--- src/rtl/parking_lot_multi.sv ---
// parking_lot_multi: multi-gate parking-lot occupancy counter.
//
// Each gate has an outer sensor (a) and an inner sensor (b). A car driving in
// blocks a, then both, then b, then clears. A car driving out does the
// mirror image. Every gate runs its own sequence recognizer. A shared
// arbiter turns the completed sequences into count updates and per-gate
// accept/refuse pulses. All of this happens on the edge that samples the
// final 00.
//
// Ports
//   clk, reset        : clock (rising edge), asynchronous active-high reset
//   a, b   [NGATES]   : outer / inner beam blocked, one bit per gate
//   count  [CW]       : cars in the lot (registered)
//   full, empty       : registered flags, coherent with count
//   ent_ok, ext_ok    : per-gate one-cycle pulse, entry / exit accepted
//   ent_rej, ext_rej  : per-gate one-cycle pulse, entry refused (full) /
//                       exit refused (empty)

// Per-gate sequence recognizer. ent_done / ext_done are combinational: they
// flag that the current sample completes a sequence.
module parking_lot_gate (
  input  logic clk,
  input  logic reset,
  input  logic a,
  input  logic b,
  output logic ent_done,
  output logic ext_done
);
  typedef enum logic [2:0] {IDLE, IN1, IN2, IN3, OUT1, OUT2, OUT3} state_t;

  state_t state, state_nxt;
  logic [1:0] ab;

  assign ab = {a, b};

  always_ff @(posedge clk or posedge reset) begin
    if (reset) state <= IDLE;
    else       state <= state_nxt;
  end

  always_comb begin
    state_nxt = IDLE;
    ent_done  = 1'b0;
    ext_done  = 1'b0;
    case (state)
      IDLE: case (ab)
        2'b10:   state_nxt = IN1;
        2'b01:   state_nxt = OUT1;
        default: state_nxt = IDLE;
      endcase
      IN1: case (ab)
        2'b10:   state_nxt = IN1;
        2'b11:   state_nxt = IN2;
        default: state_nxt = IDLE;
      endcase
      IN2: case (ab)
        2'b11:   state_nxt = IN2;
        2'b01:   state_nxt = IN3;
        2'b10:   state_nxt = IN1;    // car backing out toward the street
        default: state_nxt = IDLE;
      endcase
      IN3: case (ab)
        2'b01:   state_nxt = IN3;
        2'b11:   state_nxt = IN2;
        2'b00:   ent_done  = 1'b1;   // back to IDLE and report the entry
        default: state_nxt = IDLE;   // 10: jump to a non-neighbour, drop it
      endcase
      OUT1: case (ab)
        2'b01:   state_nxt = OUT1;
        2'b11:   state_nxt = OUT2;
        default: state_nxt = IDLE;
      endcase
      OUT2: case (ab)
        2'b11:   state_nxt = OUT2;
        2'b10:   state_nxt = OUT3;
        2'b01:   state_nxt = OUT1;
        default: state_nxt = IDLE;
      endcase
      OUT3: case (ab)
        2'b10:   state_nxt = OUT3;
        2'b11:   state_nxt = OUT2;
        2'b00:   ext_done  = 1'b1;
        default: state_nxt = IDLE;
      endcase
      default: state_nxt = IDLE;
    endcase
  end
endmodule

module parking_lot_multi #(
  parameter  int NGATES = 2,
  parameter  int CAP    = 7,
  localparam int CW     = $clog2(CAP + 1)
) (
  input  logic              clk,
  input  logic              reset,
  input  logic [NGATES-1:0] a,
  input  logic [NGATES-1:0] b,
  output logic [CW-1:0]     count,
  output logic              full,
  output logic              empty,
  output logic [NGATES-1:0] ent_ok,
  output logic [NGATES-1:0] ext_ok,
  output logic [NGATES-1:0] ent_rej,
  output logic [NGATES-1:0] ext_rej
);
  // One extra bit so that count - exits + entries never overflows mid-sum.
  localparam logic [CW:0] CAP_W = (CW + 1)'(CAP);
  localparam logic [CW:0] ONE   = (CW + 1)'(1);

  logic [NGATES-1:0] ent_done, ext_done;
  logic [NGATES-1:0] ent_ok_n, ext_ok_n, ent_rej_n, ext_rej_n;
  logic [CW:0]       gx, ge, cnt_w;
  logic [CW-1:0]     count_n;

  parking_lot_gate u_gate [NGATES-1:0] (
    .clk      (clk),
    .reset    (reset),
    .a        (a),
    .b        (b),
    .ent_done (ent_done),
    .ext_done (ext_done)
  );

  // Exits are resolved first, so a simultaneous exit frees a slot for an
  // entry at a full lot. Within each class, lower gate index wins.
  always_comb begin
    gx        = '0;
    ge        = '0;
    cnt_w     = {1'b0, count};
    ent_ok_n  = '0;
    ext_ok_n  = '0;
    ent_rej_n = '0;
    ext_rej_n = '0;
    for (int g = 0; g < NGATES; g++) begin
      if (ext_done[g]) begin
        if (gx < cnt_w) begin
          ext_ok_n[g] = 1'b1;
          gx          = gx + ONE;
        end else begin
          ext_rej_n[g] = 1'b1;
        end
      end
    end
    for (int g = 0; g < NGATES; g++) begin
      if (ent_done[g]) begin
        if (cnt_w - gx + ge < CAP_W) begin
          ent_ok_n[g] = 1'b1;
          ge          = ge + ONE;
        end else begin
          ent_rej_n[g] = 1'b1;
        end
      end
    end
    count_n = CW'(cnt_w - gx + ge);
  end

  always_ff @(posedge clk or posedge reset) begin
    if (reset) begin
      count   <= '0;
      full    <= 1'b0;
      empty   <= 1'b1;
      ent_ok  <= '0;
      ext_ok  <= '0;
      ent_rej <= '0;
      ext_rej <= '0;
    end else begin
      count   <= count_n;
      full    <= ({1'b0, count_n} == CAP_W);
      empty   <= (count_n == '0);
      ent_ok  <= ent_ok_n;
      ext_ok  <= ext_ok_n;
      ent_rej <= ent_rej_n;
      ext_rej <= ext_rej_n;
    end
  end
endmodule
--- config.mk ---
export PLATFORM = sky130hd
export DESIGN_NAME = parking_lot_multi
export DESIGN_NICKNAME = d
export VERILOG_FILES = /design/src/rtl/parking_lot_multi.sv
export SDC_FILE = /design/constraint.sdc
export NUM_CORES = 1
export LEC_CHECK = 0
export ABC_AREA = 1
export BUFFER_PORTS_ARGS = -buffer_cell sky130_fd_sc_hd__buf_2
export CAP_MARGIN = 20
export CORE_ASPECT_RATIO = 0.9
export CORE_UTILIZATION = 45
export CTS_BUF_LIST = sky130_fd_sc_hd__clkbuf_2
export CTS_CLUSTER_SIZE = 16
export DETAILED_ROUTE_END_ITERATION = 10
export GPL_TIMING_DRIVEN = 0
export PLACE_DENSITY = 0.67
export SLEW_MARGIN = 20
export SYNTH_ARGS = -nofsm -noshare
export SYNTH_HDL_FRONTEND = slang
export SYNTH_HIERARCHICAL = 1
export SYNTH_SLANG_ARGS = --single-unit
--- constraint.sdc ---
create_clock -name clk -period 5.2 [get_ports clk]
set_clock_uncertainty 0.05 [all_clocks]
set_input_delay 0.26 -clock clk [delete_from_list [all_inputs] [get_ports clk]]
set_output_delay 0.26 -clock clk [all_outputs]
set_load 0.01 [all_outputs]
Word level (Yosys, flattened, before mapping)
Cells that the tools add are included.

storage, ports and cells
  output and inout bits = 13
  bits in latches = 0
  memories kept = 0
  memory bits (read-only) = 0
  bits of input ports = 6
  memory bits (writable) = 0
  register bits after elaboration = 19
  logic and storage cells = 88

cells by class
  bitwise logic cells = 0
  muxes and demuxes = 46
  reduce and logical (&&, ||, !) cells = 5
  shifts and indexed selects = 0
  $add $sub $neg = 5
  $mul = 0
  eq/ne operators = 19
  order comparisons = 4
  div/mod/pow operators = 0

operators with widths
  cell                 number
  $pmux 3 s7           2
  $pmux 3 s2           6
  $mux 1               26
  $eq 3x3->1 const B   7
  $pmux 3 s3           2
  $pmux 2 s2           4
  $eq 3x2->1 const B   4
  $pmux 2 s3           2
  $logic_not 3->1      3
  $eq 2x2->1 const B   4
  $lt 4x3->1 const B   2
  $mux 4               2
  $eq 3x1->1 const B   2
  $mux 3               2
  $add 4x1->4          1
  $add 4x1->4 const B  1
  $eq 2x1->1 const B   2
  $logic_not 2->1      2
  $lt 4x3->1           1
  $sub 3x4->4          1
  $add 3x3->3          1
  $lt 1x3->1 const A   1
  $add 1x1->2 const B  1

Longest topological paths before layout
  word-level depth = 17
  gate-level depth with buffers = 30
  mapped depth without buffers = 30

By module
Netlist, hierarchy kept.

by module, submodules not included
  module             sequential area each (µm²)  cells an instance  area an instance (µm²)  times used
  parking_lot_multi  326.6                       85                 733.2                   1
  parking_lot_gate   75.1                        51                 351.6                   2

Worst setup path before layout
OpenSTA, ideal clock, no wires.

  kind = register to register
  start = reg u_gate[0].state[0]
  end = reg empty
  stages on the path, launching flop included = 27
  data required time = 5.075 ns
  setup time = 0.075 ns
  clock period less this slack = 4.342 ns
  arrival = 4.216 ns
  buffers on the path = 0
  path slack = 0.858 ns
  cell sequence = dfrtp_1 > inv_2 > nand3_2 > nor2_1 > inv_1 > a21oi_1 > nor2_1 > a21oi_1 > ha_1 > inv_1 > fa_1 > nand2_1 > o21ai_2 > nor2_2 > ha_1 > ha_1 > nand2_1 > nand3b_2 > nand3_1 > nand2_1 > nand2_1 > inv_1 > ha_1 > fa_1 > xor2_1 > inv_2 > nor3_2

between the ends
  cells in the longest elaborated chain, start to end = 16
  elaborated cells on any way between the ends = 20
  classes of those cells = add/sub: 5; order compare: 3; eq/ne: 2; mux: 9; reduce/logical: 1

RTL lines
  what                                       line      RTL
  from (decl)                                31        state_t state, state_nxt;
  from (signal assigned)                     38        else state <= state_nxt;
  $eq 3x3->1 *                               45        case (state)
  $mux 1 *                                   45
  net ext_done[0]                            111       logic [NGATES-1:0] ent_done, ext_done;
  $mux 1 *                                   136       if (ext_done[g]) begin
  $add 4x1->4 or $lt 4x3->1 (tied branches)  139, 137
  $mux 4                                     137       if (gx < cnt_w) begin
  $mux 4 *                                   136
  $sub 3x4->4 *                              155       count_n = CW'(cnt_w - gx + ge);
  [... 2 more ...]                           n/a
  $mux 1                                     146       if (ent_done[g]) begin
  $add 4x1->4                                147       if (cnt_w - gx + ge < CAP_W) begin
  $lt 4x3->1                                 147
  $mux 3                                     147
  $mux 3                                     146
  $add 3x3->3 *                              155
  net count_n[2]                             114       logic [CW-1:0] count_n;
  $logic_not 3->1 *                          170       empty <= (count_n == '0);
  to (signal assigned)                       170
  to (decl)                                  101       output logic empty,

Mark *: on every way through the listed nets, which the timed path passes. The rest lies on a longest branch.

Worst setup path after layout
Ends and elaborated chain as after synthesis.

==> impl_metrics.py <==
metrics = {
    "sta": {
        "drv_slew": 0,
        "max_slew_margin_pct": 66.8,
        "unrepaired_setup_endpoints_after_global_routing": "false",
        "timing.fmax_mhz": 210,
        "period_minus_slack_ns": 4.76,
        "final_min_period_over_clock_period_pct": 91.5,
        "max_slew.worst_pin.slew_ns": 0.498,
        "timing.final.hold_violations": 0,
        "setup-violations-final": 0,
        "tns_ns": 0,
    },
    "synthesis": {
        "synth.ff_latch_count": 19,
        "post_synthesis_mean_instance_area_um2": 7.68,
        "mappedNetlistNets": 214,
        "cell_count_after_synthesis": 187,
        "ys_types": 22,
        "yosysWarningCount": 6,
        "synth_area_leaders": "dfrtp_1, ha_1, nor2_1",
        "mappedNetlistArea_mm2": 0.00144,
        "synth_top_cell_area_share_pct": 31.4,
        "yosysSeqAreaShare_pct": 33.2,
        "synthDominantAreaCellType": "dfrtp_1",
    },
    "clock_network": {
        "tritoncts_clock_tree": "done",
        "clkSlewWorstSetupHoldPaths_ns": 0.17,
        "cts-root-buf": "clkbuf_2",
        "cts.htree.levels": 1,
        "postCtsSetupBuffers": 0,
        "numCtsBuffers": 3,
        "max-clock-path-buffers": 2,
        "clock_latency_ns": 0.29,
        "clock-sinks": 19,
    },
    "floorplan": {
        "fp.dieArea_mm2": 0.00342,
        "dieWidth_um": 61.6,
        "top_level_ports": 19,
        "floorplan.core_area_mm2": 0.00304,
        "effective_utilization_at_floorplan_pct": 47.2,
        "die_height_um": 55.6,
        "std_cell_rows": 19,
    },
    "global_routing": {
        "grt_first_pass_wirelength_um": 4390,
        "number_of_antenna_violations_at_the_first_check_in_global_routing": 0,
        "grt_usage_pct": 16.9,
        "global_route.usage.met3_pct": 4.42,
        "grtUsageMet1_pct": 24.6,
        "grt_pass1_vias": 1065,
        "met2_usage_pct": 25.8,
        "pin_count_of_the_biggest_net_entering_global_routing": 14,
        "top_usage_layer": "met2",
        "grt-ovfl-total": 0,
    },
    "outcome": {
        "status": "complete, no violations",
    },
    "worst_setup_path": {
        "worst_path_class_setup": "reg -> reg",
        "critPathLaunchType": "flip-flop",
        "critical_path.max_stage_delay_ns": 0.62,
        "cp_data_required_time_ns": 5.39,
        "critical-path-slowest-cell": "fa_1",
        "critical_path.endpoint_type": "flip-flop",
        "crit_fanout": 7,
        "crit_arrival_ns": 4.95,
    },
    "final_layout": {
        "final_net_count": 238,
        "final_cell_count_no_fill": 252,
        "multi_input_area_um2": 820,
        "insertedDiodeCount": 0,
        "num-fill-cells": 309,
        "share_of_layout_cells_above_drive_strength_1_pct": 22.4,
        "sequential_cell_area_um2": 477,
        "layout-area-overhead-vs-synth_pct": 12.2,
    },
    "drt": {
        "post_detailed_route_drc_marker_count": 0,
        "via_count": 1182,
        "firstDrtPassIters": 5,
        "initialDrtViolationCount": 62,
        "avgViaCountPerCell": 4.69,
        "wirelength_um": 2660,
        "drtAntennaViolNets": 0,
        "post_drt_wl_per_cell_um": 10.5,
    },
    "power": {
        "total_leakage_power_nw": 0.900,
        "p_per_area_mw_per_mm2": 351,
        "vdd_ir_drop_max_v": 0.000239,
    },
    "place": {
        "dp_hpwl_um": 2130,
        "io_buffers": 18,
        "placed_cells_incl_taps": 247,
        "gp_congestion": 0.855,
    },
    "job": {
        "maxCapViolations": 0,
    },
    "hold_path": {
        "hold_path_class": "in -> async",
    },
}
## worst max-delay path: cells and delay by family (launching register included)
kind                       cells  cell delay, ns
buffers and inverters          5            0.39
xor gates and xnor gates       1            0.23
adders and majority gates      6            1.93
and+or+nand+nor               11            1.12
AOI/OAI and AO/OA              3            0.49
DFF                            1            0.49
## registers in the layout (all words and copies together), names as in the netlist
register      count
ext_ok            2
count             3
u_gate/state      6
empty             1
full              1
ent_ok            2
ext_rej           2
ent_rej           2
## final timing paths
| kind | startpoint | cells past startpoint | slack, ns | to |
|---|---|---|---|---|
| min in group clk | a[0] | 4 | 0.39 | u_gate[0]/state[1] |
| hold / removal | reset | 3 | 0.31 | u_gate[1]/state[2] |
| max in group asynchronous | reset | 3 | 4.27 | empty |
| hold reg to reg | count[0] | 3 | 0.57 | ext_rej[0] |
| setup / recovery | u_gate[0]/state[0] | 26 | 0.44 | empty |
| setup reg to reg | u_gate[0]/state[0] | 26 | 0.44 | empty |
## Yosys cell counts
library cell	n
nor3_1	2
fa_1	2
dfstp_2	1
o21ai_2	2
dfrtp_1	18
nor2_2	1
nand4_1	8
xor2_1	1
o211ai_1	2
nand3_2	5
nand2_1	24
nand3_1	9
a21oi_1	4
nor2_1	37
nand3b_2	1
inv_2	8
inv_1	30
ha_1	19
o21ai_0	5
o21ai_1	2
nand2_2	5
nor3_2	1
## logic make-up after synthesis
group,synth area share [%]
XOR/XNOR,0.610
AO/OA/AOI/OAI,6.10
AND/OR/NAND/NOR,30.8
buffers and inverters,9.93
flip-flops,33.2
adder cells (fa/ha/maj),19.3
## layer usage
metal	wire, um	part of all wire, %
met1	1350	51
met2	1190	45
met3	119	4.5
met4	0	0
met5	0	0
## cells in the final DEF, fill, tap and decap left out, drive strengths merged
cell type / n
xor2: 1
buf: 18
nand3b: 1
dfrtp: 18
nand3: 14
clkbuf: 4
o21ai: 9
nand2: 29
o211ai: 2
a21oi: 4
nor3: 3
fa: 2
inv: 38
nor2: 38
ha: 19
nand4: 8
dlygate4sd3: 1
dfstp: 1
## metrics by stage
step	area [um^2]	util, %	setup slack [ns]	total power, mW	hold WS, ns
finish	1610	53.0	0.441	0.565	0.313
global route	1610	53.0	0.0561	0.621	0.311
CTS	1610	52.9	0.382	0.570	0.298
detailed placement	1580	51.9	0.339	0.505	0.109
global placement	1580	51.9	0.386	0.506	0.101
floorplan	1440	-	0.858	0.436	-0.0364
## area by class of cell
cell class | count | share of cell area, %
clock buffer | 4 | 1.24
inverter | 38 | 8.85
multi-input combinational | 130 | 50.9
sequential | 19 | 29.6
tap | 42 | 3.26
timing repair buffer | 19 | 6.21
## repair_timing
action	4_1_cts	5_1_grt
hold endpoints to repair	18	0
endpoints found under the setup margin	0	1
gates resized for setup	0	1
hold buffers	1	0
## where the power goes
part | switching (mW) | internal [mW]
Clock | 0.0411 | 0.0204
Combinational | 0.163 | 0.0972
Sequential | 0.0590 | 0.184
Total | 0.263 | 0.302
Power figures use the tool's default switching activity.
